--- src/rtl/bp_update_ctrl.sv ---
// bp_update_ctrl: branch predictor lookup, in-flight branch FIFO and table update control
module bp_update_ctrl #(
    parameter int PC_WIDTH  = 16,
    parameter int IDX_WIDTH = 4,
    parameter int Q_DEPTH   = 4
) (
    input  logic                 clk,
    input  logic                 reset,
    input  logic                 br_fetch_valid,
    input  logic [PC_WIDTH-1:0]  fetch_pc,
    output logic                 fetch_stall,
    output logic                 pred_valid,
    output logic                 pred_taken,
    output logic [PC_WIDTH-1:0]  pred_target,
    input  logic                 res_valid,
    input  logic                 res_taken,
    input  logic [PC_WIDTH-1:0]  res_target,
    input  logic                 flush,
    output logic                 res_err,
    output logic [IDX_WIDTH-1:0] pht_rd_addr1,
    output logic [IDX_WIDTH-1:0] pht_rd_addr2,
    input  logic [1:0]           pht_rd_data1,
    input  logic [1:0]           pht_rd_data2,
    output logic [IDX_WIDTH-1:0] tag_rd_addr,
    input  logic [PC_WIDTH-1:0]  tag_rd_data,
    output logic [IDX_WIDTH-1:0] tgt_rd_addr,
    input  logic [PC_WIDTH-1:0]  tgt_rd_data,
    output logic                 pht_wr,
    output logic [IDX_WIDTH-1:0] pht_wr_addr,
    output logic [1:0]           pht_wr_data,
    output logic                 btb_wr,
    output logic [IDX_WIDTH-1:0] btb_wr_addr,
    output logic [PC_WIDTH-1:0]  btb_wr_tag,
    output logic [PC_WIDTH-1:0]  btb_wr_tgt
);
    localparam int PW = Q_DEPTH > 1 ? $clog2(Q_DEPTH) : 1;
    localparam int CW = $clog2(Q_DEPTH + 1);

    logic [PC_WIDTH-1:0]  q [Q_DEPTH];
    logic [PW-1:0]        rd_ptr, wr_ptr;
    logic [CW-1:0]        count;
    logic                 push, pop, hit;
    logic [PC_WIDTH-1:0]  head_pc;
    logic [IDX_WIDTH-1:0] fetch_idx, head_idx;
    logic [1:0]           cur, nxt;

    function automatic logic [PW-1:0] inc(input logic [PW-1:0] p);
        return p == PW'(Q_DEPTH - 1) ? '0 : p + 1'b1;
    endfunction

    assign fetch_idx    = fetch_pc[IDX_WIDTH-1:0];
    assign pht_rd_addr1 = fetch_idx;
    assign tag_rd_addr  = fetch_idx;
    assign tgt_rd_addr  = fetch_idx;
    assign hit          = tag_rd_data == fetch_pc && fetch_pc != '1;
    // a pop in the same cycle does not free a slot for the push
    assign fetch_stall  = count == CW'(Q_DEPTH);
    assign push         = br_fetch_valid && !fetch_stall && !flush;
    assign pop          = res_valid && count != '0;
    assign head_pc      = q[rd_ptr];
    assign head_idx     = head_pc[IDX_WIDTH-1:0];
    assign pht_rd_addr2 = head_idx;
    // the table has not yet absorbed a write that is on the port this cycle
    assign cur          = pht_wr && pht_wr_addr == head_idx ? pht_wr_data : pht_rd_data2;
    assign nxt          = res_taken ? (cur == 2'b11 ? cur : cur + 2'd1)
                                    : (cur == 2'b00 ? cur : cur - 2'd1);

    // fifo storage; contents are meaningless outside the count window so no reset
    always_ff @(posedge clk) begin
        if (push) q[wr_ptr] <= fetch_pc;
    end

    // fifo occupancy and pointers; flush empties after the same-cycle pop is taken
    always_ff @(posedge clk) begin
        if (reset || flush) begin
            count  <= '0;
            rd_ptr <= '0;
            wr_ptr <= '0;
        end else begin
            count  <= push && !pop ? count + 1'b1 : !push && pop ? count - 1'b1 : count;
            rd_ptr <= pop ? inc(rd_ptr) : rd_ptr;
            wr_ptr <= push ? inc(wr_ptr) : wr_ptr;
        end
    end

    // registered prediction; taken/target hold between accepted fetches
    always_ff @(posedge clk) begin
        if (reset) begin
            pred_valid  <= 1'b0;
            pred_taken  <= 1'b0;
            pred_target <= '0;
        end else begin
            pred_valid <= push;
            if (push) begin
                pred_taken  <= hit && pht_rd_data1[1];
                pred_target <= hit ? tgt_rd_data : '0;
            end
        end
    end

    // single-cycle table write pulses issued from a resolve of the queue head
    always_ff @(posedge clk) begin
        if (reset) begin
            pht_wr      <= 1'b0;
            pht_wr_addr <= '0;
            pht_wr_data <= '0;
            btb_wr      <= 1'b0;
            btb_wr_addr <= '0;
            btb_wr_tag  <= '0;
            btb_wr_tgt  <= '0;
        end else begin
            pht_wr <= pop;
            btb_wr <= pop && res_taken;
            if (pop) begin
                pht_wr_addr <= head_idx;
                pht_wr_data <= nxt;
            end
            if (pop && res_taken) begin
                btb_wr_addr <= head_idx;
                btb_wr_tag  <= head_pc;
                btb_wr_tgt  <= res_target;
            end
        end
    end

    // sticky error for a resolve with nothing outstanding
    always_ff @(posedge clk) begin
        if (reset) res_err <= 1'b0;
        else if (res_valid && count == '0) res_err <= 1'b1;
    end
endmodule

--- config.mk ---
export PLATFORM = sky130hd
export DESIGN_NAME = bp_update_ctrl
export DESIGN_NICKNAME = d
export VERILOG_FILES = /design/src/rtl/bp_update_ctrl.sv
export SDC_FILE = /design/constraint.sdc
export NUM_CORES = 1
export LEC_CHECK = 0
export CELL_PAD_IN_SITES_DETAIL_PLACEMENT = 1
export CELL_PAD_IN_SITES_GLOBAL_PLACEMENT = 1
export CORE_ASPECT_RATIO = 1.2
export CORE_MARGIN = 10
export CORE_UTILIZATION = 49
export DETAILED_ROUTE_END_ITERATION = 8
export DONT_BUFFER_PORTS = 1
export GPL_ROUTABILITY_DRIVEN = 0
export PLACE_DENSITY_LB_ADDON = 0.1
export RECOVER_POWER = 100
export SLEW_MARGIN = 20
export SYNTH_ARGS = -nofsm -noshare
export SYNTH_HDL_FRONTEND = slang
export SYNTH_SLANG_ARGS = --single-unit
--- constraint.sdc ---
create_clock -name clk -period 2.9 [get_ports clk]
set_clock_uncertainty 0.05 [all_clocks]
set_input_delay 0.58 -clock clk [delete_from_list [all_inputs] [get_ports clk]]
set_output_delay 0.58 -clock clk [all_outputs]
set_load 0.01 [all_outputs]
==> flow_metrics.tcl, run 1 <==
set metrics [dict create \
    outcome "finished, violations left" \
    violations "max-capacitance violations" \
    die_w_um 115 \
    yosysSeqAreaShare_pct 61.5 \
    timing.final.crit_share_pct 87.7 \
    postCtsSetupBuffers 0 \
    synth.yosys.warnings 0 \
    synth.avg_cell_area_sq_um 12.0 \
    drv_slew 0 \
    path_max_fanout 14 \
    p_leak_uw 0.00197 \
    fill_cells 1090 \
    syn_nets 524 \
    num_antenna_cells 0 \
    core-area_sq_um 10600 \
    htree_num_levels 4 \
    worstPathArrival_ps 2830 \
    critPathKind "register to register" \
    async_flop_share_pct 0 \
    ios 154 \
    path_cells "o31a_1, inv_2, ha_1, inv_1, fa_1, xor2_1, or3_1, a21oi_1" \
    total_power_uw 4400 \
    crit_path_start_kind "register" \
    grt_usage_pct 16.4 \
    cp_top_family "adder cells" \
    hold_slack_ps 193 \
    io_buffer_count 0 \
    slowest_stage "o31a_1" \
    ant_nets 0 \
    cts_tree "yes" \
    layout_commonest_cell "nand2_1" \
    vias_per_cell 5.82 \
    nets 509 \
    totalWireLength_um 12600 \
    cts_inserted_buffers 17 \
    synth_cell_types 42 \
    cts-root-buf "clkbuf_16" \
    clk_latency_ps 400 \
    cts_max_path_buffers 2 \
    rows 41 \
    area_growth_pct 11.1 \
    path_buf_inv 2 \
    drt_first_pass_iters 4 \
    fin_tns_setup_ps 0 \
    rsz0062_at_grt "no" \
    die_height_um 134 \
    grt_pass1_wl_um 19800 \
    cp-end-kind "register" \
    drt_iter0_markers 148 \
    dpl.hpwl_um 8830 \
    final_cell_mix "nand2_1, dfxtp_1, edfxtp_1" \
    clkSinkCount 132 \
    path_clk_slew_ps 50 \
    ctsHoldBuffers 0 \
    powerDensity_nw_per_um2 741 \
    drc 0 \
    synth-edff-count 64 \
    grt_max_degree 62 \
    grt_pass1_vias 3529 \
    final_layout_size_suffix_gt1_share_pct 12.2 \
    crit_path_max_incr_delay_ps 450 \
    slew_headroom_pct 0.273 \
    cts_resized 0 \
    syn_area_sq_um 5340 \
    grt_overflow 0 \
    worst_pin_slew_ps 1500 \
    hold_path_class "input pin to register" \
    worstPathRequired_ps 3190 \
    synthFlopType "dfxtp_1" \
    wire_per_inst_um 22.1 \
    synth_seq_cells 132 \
    peakVddDrop_mv 0.430 \
    grt_antenna_before_repair 0 \
    dr_total_vias 3315 \
    start_util_pct 50.5 \
    fmax_ghz 0.393 \
    finalCriticalPeriod_ps 2540 \
    die_area_sq_um 15500 \
    syn_inst 443 \
    maxCapViolCount 1 \
    hold_viol 0 \
    finalSetupViolations 0 \
]
==> kinds of logic (layout without fill, tap and decap cells) <==
kind of cell	after synthesis	count (layout)	synth area share, %
AND/OR/NAND/NOR	135	135	11.1
adder cells (fa/ha/maj)	8	8	1.97
XOR/XNOR	21	21	3.59
buffers and inverters	53	51	5.39
multiplexers	24	24	8.35
flip-flops	132	132	61.5
AO/OA/AOI/OAI	70	70	8.11
==> layer usage <==
metal / global-route usage [%] / wire length (um) / share of wire (%) / vias to the layer above
li1: - / - / - / 1537
met1: 17.9 / 4900 / 39 / 1627
met2: 27.1 / 6200 / 49 / 144
met3: 8.26 / 1410 / 11 / 7
met4: 4.96 / 104 / 0.82 / 0
met5: 0 / 0 / 0 / -
==> path summary, 6_finish.rpt <==
check             slack (ps)                          end  cells after the start                   startpoint
hold / removal           190   btb_wr_tgt[1]$_SDFFE_PP0P_                      1                        reset
setup / recovery         360        count[2]$_SDFFE_PP0P_                      8        count[0]$_SDFFE_PP0P_
setup reg to reg         360        count[2]$_SDFFE_PP0P_                      8        count[0]$_SDFFE_PP0P_
hold reg to reg          450  btb_wr_tgt[13]$_SDFFE_PP0P_                      2  btb_wr_tgt[13]$_SDFFE_PP0P_
==> worst register-to-register path, stage by stage (launching register included) <==
cell and delay, ps:
dfxtp_1 400, o31a_1 450, inv_2 270, ha_1 240, inv_1 60, fa_1 380, xor2_1 190, or3_1 310
a21oi_1 140
==> synth_stat cells, types with 2 or more instances <==
library cell,number,area [sq um]
a21oi_1,44,220
mux4_2,11,248
nand2_1,78,293
inv_1,4,15.0
mux2i_1,7,70.1
nand3b_1,2,15.0
dfxtp_1,68,1360
inv_2,3,11.3
clkbuf_1,20,75.1
buf_2,5,25.0
mux4_1,4,105
nor2_1,30,113
ha_1,6,75.1
buf_4,20,150
nor3_1,4,20.0
edfxtp_1,64,1920
nand4_1,8,50.1
a32oi_1,17,149
and3_1,4,25.0
xnor2_1,18,158
mux2_1,2,22.5
xor2_1,2,17.5
o21ai_0,3,15.0
==> through the flow <==
| step | util (%) | setup slack, ps | instance area, sq um | instances |
|---|---|---|---|---|
| 2_1_floorplan | - | 396 | 5340 | 443 |
| 3_3_place_gp | 50.6 | 483 | 5340 | 538 |
| 3_5_place_dp | 50.6 | 362 | 5340 | 538 |
| 4_1_cts | 56.4 | 338 | 5960 | 570 |
| 5_1_grt | 56.1 | 139 | 5930 | 570 |
| 6_report | 56.1 | 356 | 5930 | 570 |
==> cell type report <==
class                      count  area [sq um]  share of cell area, %
sequential                   132          3280                   55.4
multi-input combinational    258          1780                   29.9
clock buffer                  22           528                   8.90
tap                          129           161                   2.72
clock inverter                10          87.6                   1.48
timing repair buffer          12          67.6                   1.14
inverter                       7          26.3                  0.443
==> flip-flops by register name, indices dropped and copies added (netlist names), 2 cells and up, named ones only <==
name,cells
q,64
btb_wr_tgt,16
pred_target,16
btb_wr_tag,13
pht_wr_addr,4
btb_wr_addr,3
count,3
pht_wr_data,2
rd_ptr,2
wr_ptr,2
==> power by group <==
part	total, uW	internal [uW]	switching [uW]
combinational	202	87.0	115
clock	2150	1380	769
sequential	2050	2000	48.8
(Power assumes the default switching activity.)
==> inputs of run 2 (changes only) <==
--- a/config.mk
+++ b/config.mk
@@ -8,7 +8,7 @@
 export CELL_PAD_IN_SITES_DETAIL_PLACEMENT = 1
 export CELL_PAD_IN_SITES_GLOBAL_PLACEMENT = 1
 export CORE_ASPECT_RATIO = 1.2
-export CORE_MARGIN = 10
+export CORE_MARGIN = 3
 export CORE_UTILIZATION = 49
 export DETAILED_ROUTE_END_ITERATION = 8
 export DONT_BUFFER_PORTS = 1
==> run 2 against run 1 <==
The flow now finishes without violations. Final area fell by 1.2%. Wire length fell by 12%. Utilization is 0.69 points lower. Power fell by 4.6%. Maximum frequency grew 1.6%. Worst hold slack got worse by 9.3 ps. Sequential share of layout area increased by 0.69 points. Critical path depth unchanged. Global-route usage is 2.8 points higher. Critical endpoint unchanged.
==> flow_metrics.tcl, run 2 (synthesis results as in run 1) <==
set metrics [dict create \
    slew_headroom_pct 4.63 \
    htree_num_levels 4 \
    cts_tree "yes" \
    die_height_um 120 \
    whs_endpoint "btb_wr_tgt[5]$_SDFFE_PP0P_" \
    clk_latency_ps 410 \
    placed_cell_area_sq_um 5330 \
    largest_reg_flops 64 \
    totalWireLength_um 11100 \
    p_leak_uw 0.00193 \
    nets 507 \
    grt_max_degree 62 \
    crit_path_start_kind "register" \
    path_cells "o31a_1, inv_2, ha_1, inv_1, fa_1, xor2_1, or3_1, a21oi_1" \
    reg_top3 "q x64, btb_wr_tgt x16, pred_target x16" \
    ctsHoldBuffers 0 \
    finalCriticalPeriod_ps 2500 \
    cts_resized 0 \
    post-place-ws_ps 372 \
    top_register "q" \
    rows 41 \
    fin_tns_setup_ps 0 \
    drc 0 \
    powerDensity_nw_per_um2 716 \
    path_clk_slew_ps 50 \
    vias_per_cell 5.68 \
    register_area_sq_um 3280 \
    critPathKind "register to register" \
    area_growth_pct 9.75 \
    grt_usage_pct 19.2 \
    postCtsSetupBuffers 0 \
    reg2reg_from "count[0]$_SDFFE_PP0P_" \
    setup_ws_ps 396 \
    start_util_pct 50.5 \
    cts_inserted_buffers 17 \
    total_power_uw 4190 \
    hold_path_class "input pin to register" \
    peakVddDrop_mv 0.389 \
    hold_path_depth 1 \
    hold_viol 0 \
    final_cell_mix "nand2_1, dfxtp_1, edfxtp_1" \
    stdcell_area_sq_um 5860 \
    drt_iter0_markers 91 \
    worst_pin_slew_ps 1430 \
    timing.final.crit_share_pct 86.4 \
    finalSetupViolations 0 \
    path_max_fanout 14 \
    num_antenna_cells 0 \
    cts-root-buf "clkbuf_16" \
    grt_overflow 0 \
    ant_nets 0 \
    core-area_sq_um 10600 \
    dpl.hpwl_um 7630 \
    worstPathRequired_ps 3190 \
    drv_slew 0 \
    worstReg2RegEnd "count[2]$_SDFFE_PP0P_" \
    maxCapViolCount 0 \
    wire_per_inst_um 19.6 \
    worstPathArrival_ps 2790 \
    die_area_sq_um 12200 \
    crit_path_max_incr_delay_ps 440 \
    io_buffer_count 0 \
    rsz0062_at_grt "no" \
    final_layout_size_suffix_gt1_share_pct 10.9 \
    cp-end-kind "register" \
    path_buf_inv 2 \
    hold_slack_ps 184 \
    drt_first_pass_iters 4 \
    ff2ff_path_depth 8 \
    multiInputGateArea_sq_um 1790 \
    die_w_um 101 \
    fill_cells 1070 \
    clkSinkCount 132 \
    layout_commonest_cell "nand2_1" \
    reg2reg_slack_ps 400 \
    hold_path_startpoint "reset" \
    dr_total_vias 3229 \
    slowest_stage "o31a_1" \
    grt_pass1_vias 3358 \
    ios 154 \
    outcome "finished, final reports clean" \
    fmax_ghz 0.399 \
    grt_antenna_before_repair 0 \
    cts_max_path_buffers 2 \
    cp_top_family "adder cells" \
    grt_pass1_wl_um 17500 \
]
==> run 2: changes by cell type in the layout (fill, tap and decap cells not counted), sizes merged <==
cell	previous run	this run
clkbuf	28	34
inv	10	7
buf	6	4
clkinvlp	2	0
bufinv	1	0
==> run 2: worst register-to-register path: cells and delay by family, from the launching register on <==
| family | cells | cell delay (ps) |
|---|---|---|
| XOR/XNOR | 1 | 180 |
| flip-flops | 1 | 400 |
| AND/OR/NAND/NOR | 1 | 310 |
| adder cells (fa/ha/maj) | 2 | 620 |
| AO/OA/AOI/OAI | 2 | 580 |
| buffers and inverters | 2 | 310 |
==> run 2: power by group <==
group | internal, uW | total, uW | switching (uW)
logic | 86.3 | 200 | 114
clock network | 1230 | 1950 | 717
registers | 2000 | 2050 | 46.7
==> run 2: final cells by class <==
class	instances	share of cell area, %
tap	129	2.76
clock inverter	4	0.342
multi-input combinational	258	30.5
inverter	7	0.449
timing repair buffer	10	0.897
sequential	132	56.1
clock buffer	28	9.02
==> run 2: how the worst max path moves through the flow <==
stage,from,to,slack [ps],cells past startpoint
floorplan,res_valid,count[2]$_SDFFE_PP0P_,400,10
global placement,br_fetch_valid,count[2]$_SDFFE_PP0P_,480,9
detailed placement,count[0]$_SDFFE_PP0P_,count[2]$_SDFFE_PP0P_,370,8
CTS,count[0]$_SDFFE_PP0P_,count[2]$_SDFFE_PP0P_,350,8
global route,count[0]$_SDFFE_PP0P_,pht_wr_data[0]$_SDFFE_PP0P_,200,6
finish,count[0]$_SDFFE_PP0P_,count[2]$_SDFFE_PP0P_,400,8
==> run 2: routing by layer <==
| layer | GRT usage, % | share of wire (%) | routed length, um |
|---|---|---|---|
| met5 | 0 | 0 | 0 |
| met4 | 7.48 | 1.5 | 165 |
| met3 | 6.81 | 7.5 | 837 |
| met2 | 31.7 | 50 | 5590 |
| met1 | 22.6 | 41 | 4560 |
==> run 2: per-stage QoR <==
stage	utilization, %	std cells
6_report	55.4	568
5_1_grt	55.4	568
4_1_cts	55.6	568
3_5_place_dp	50.4	536
3_3_place_gp	50.4	536
2_1_floorplan	-	443
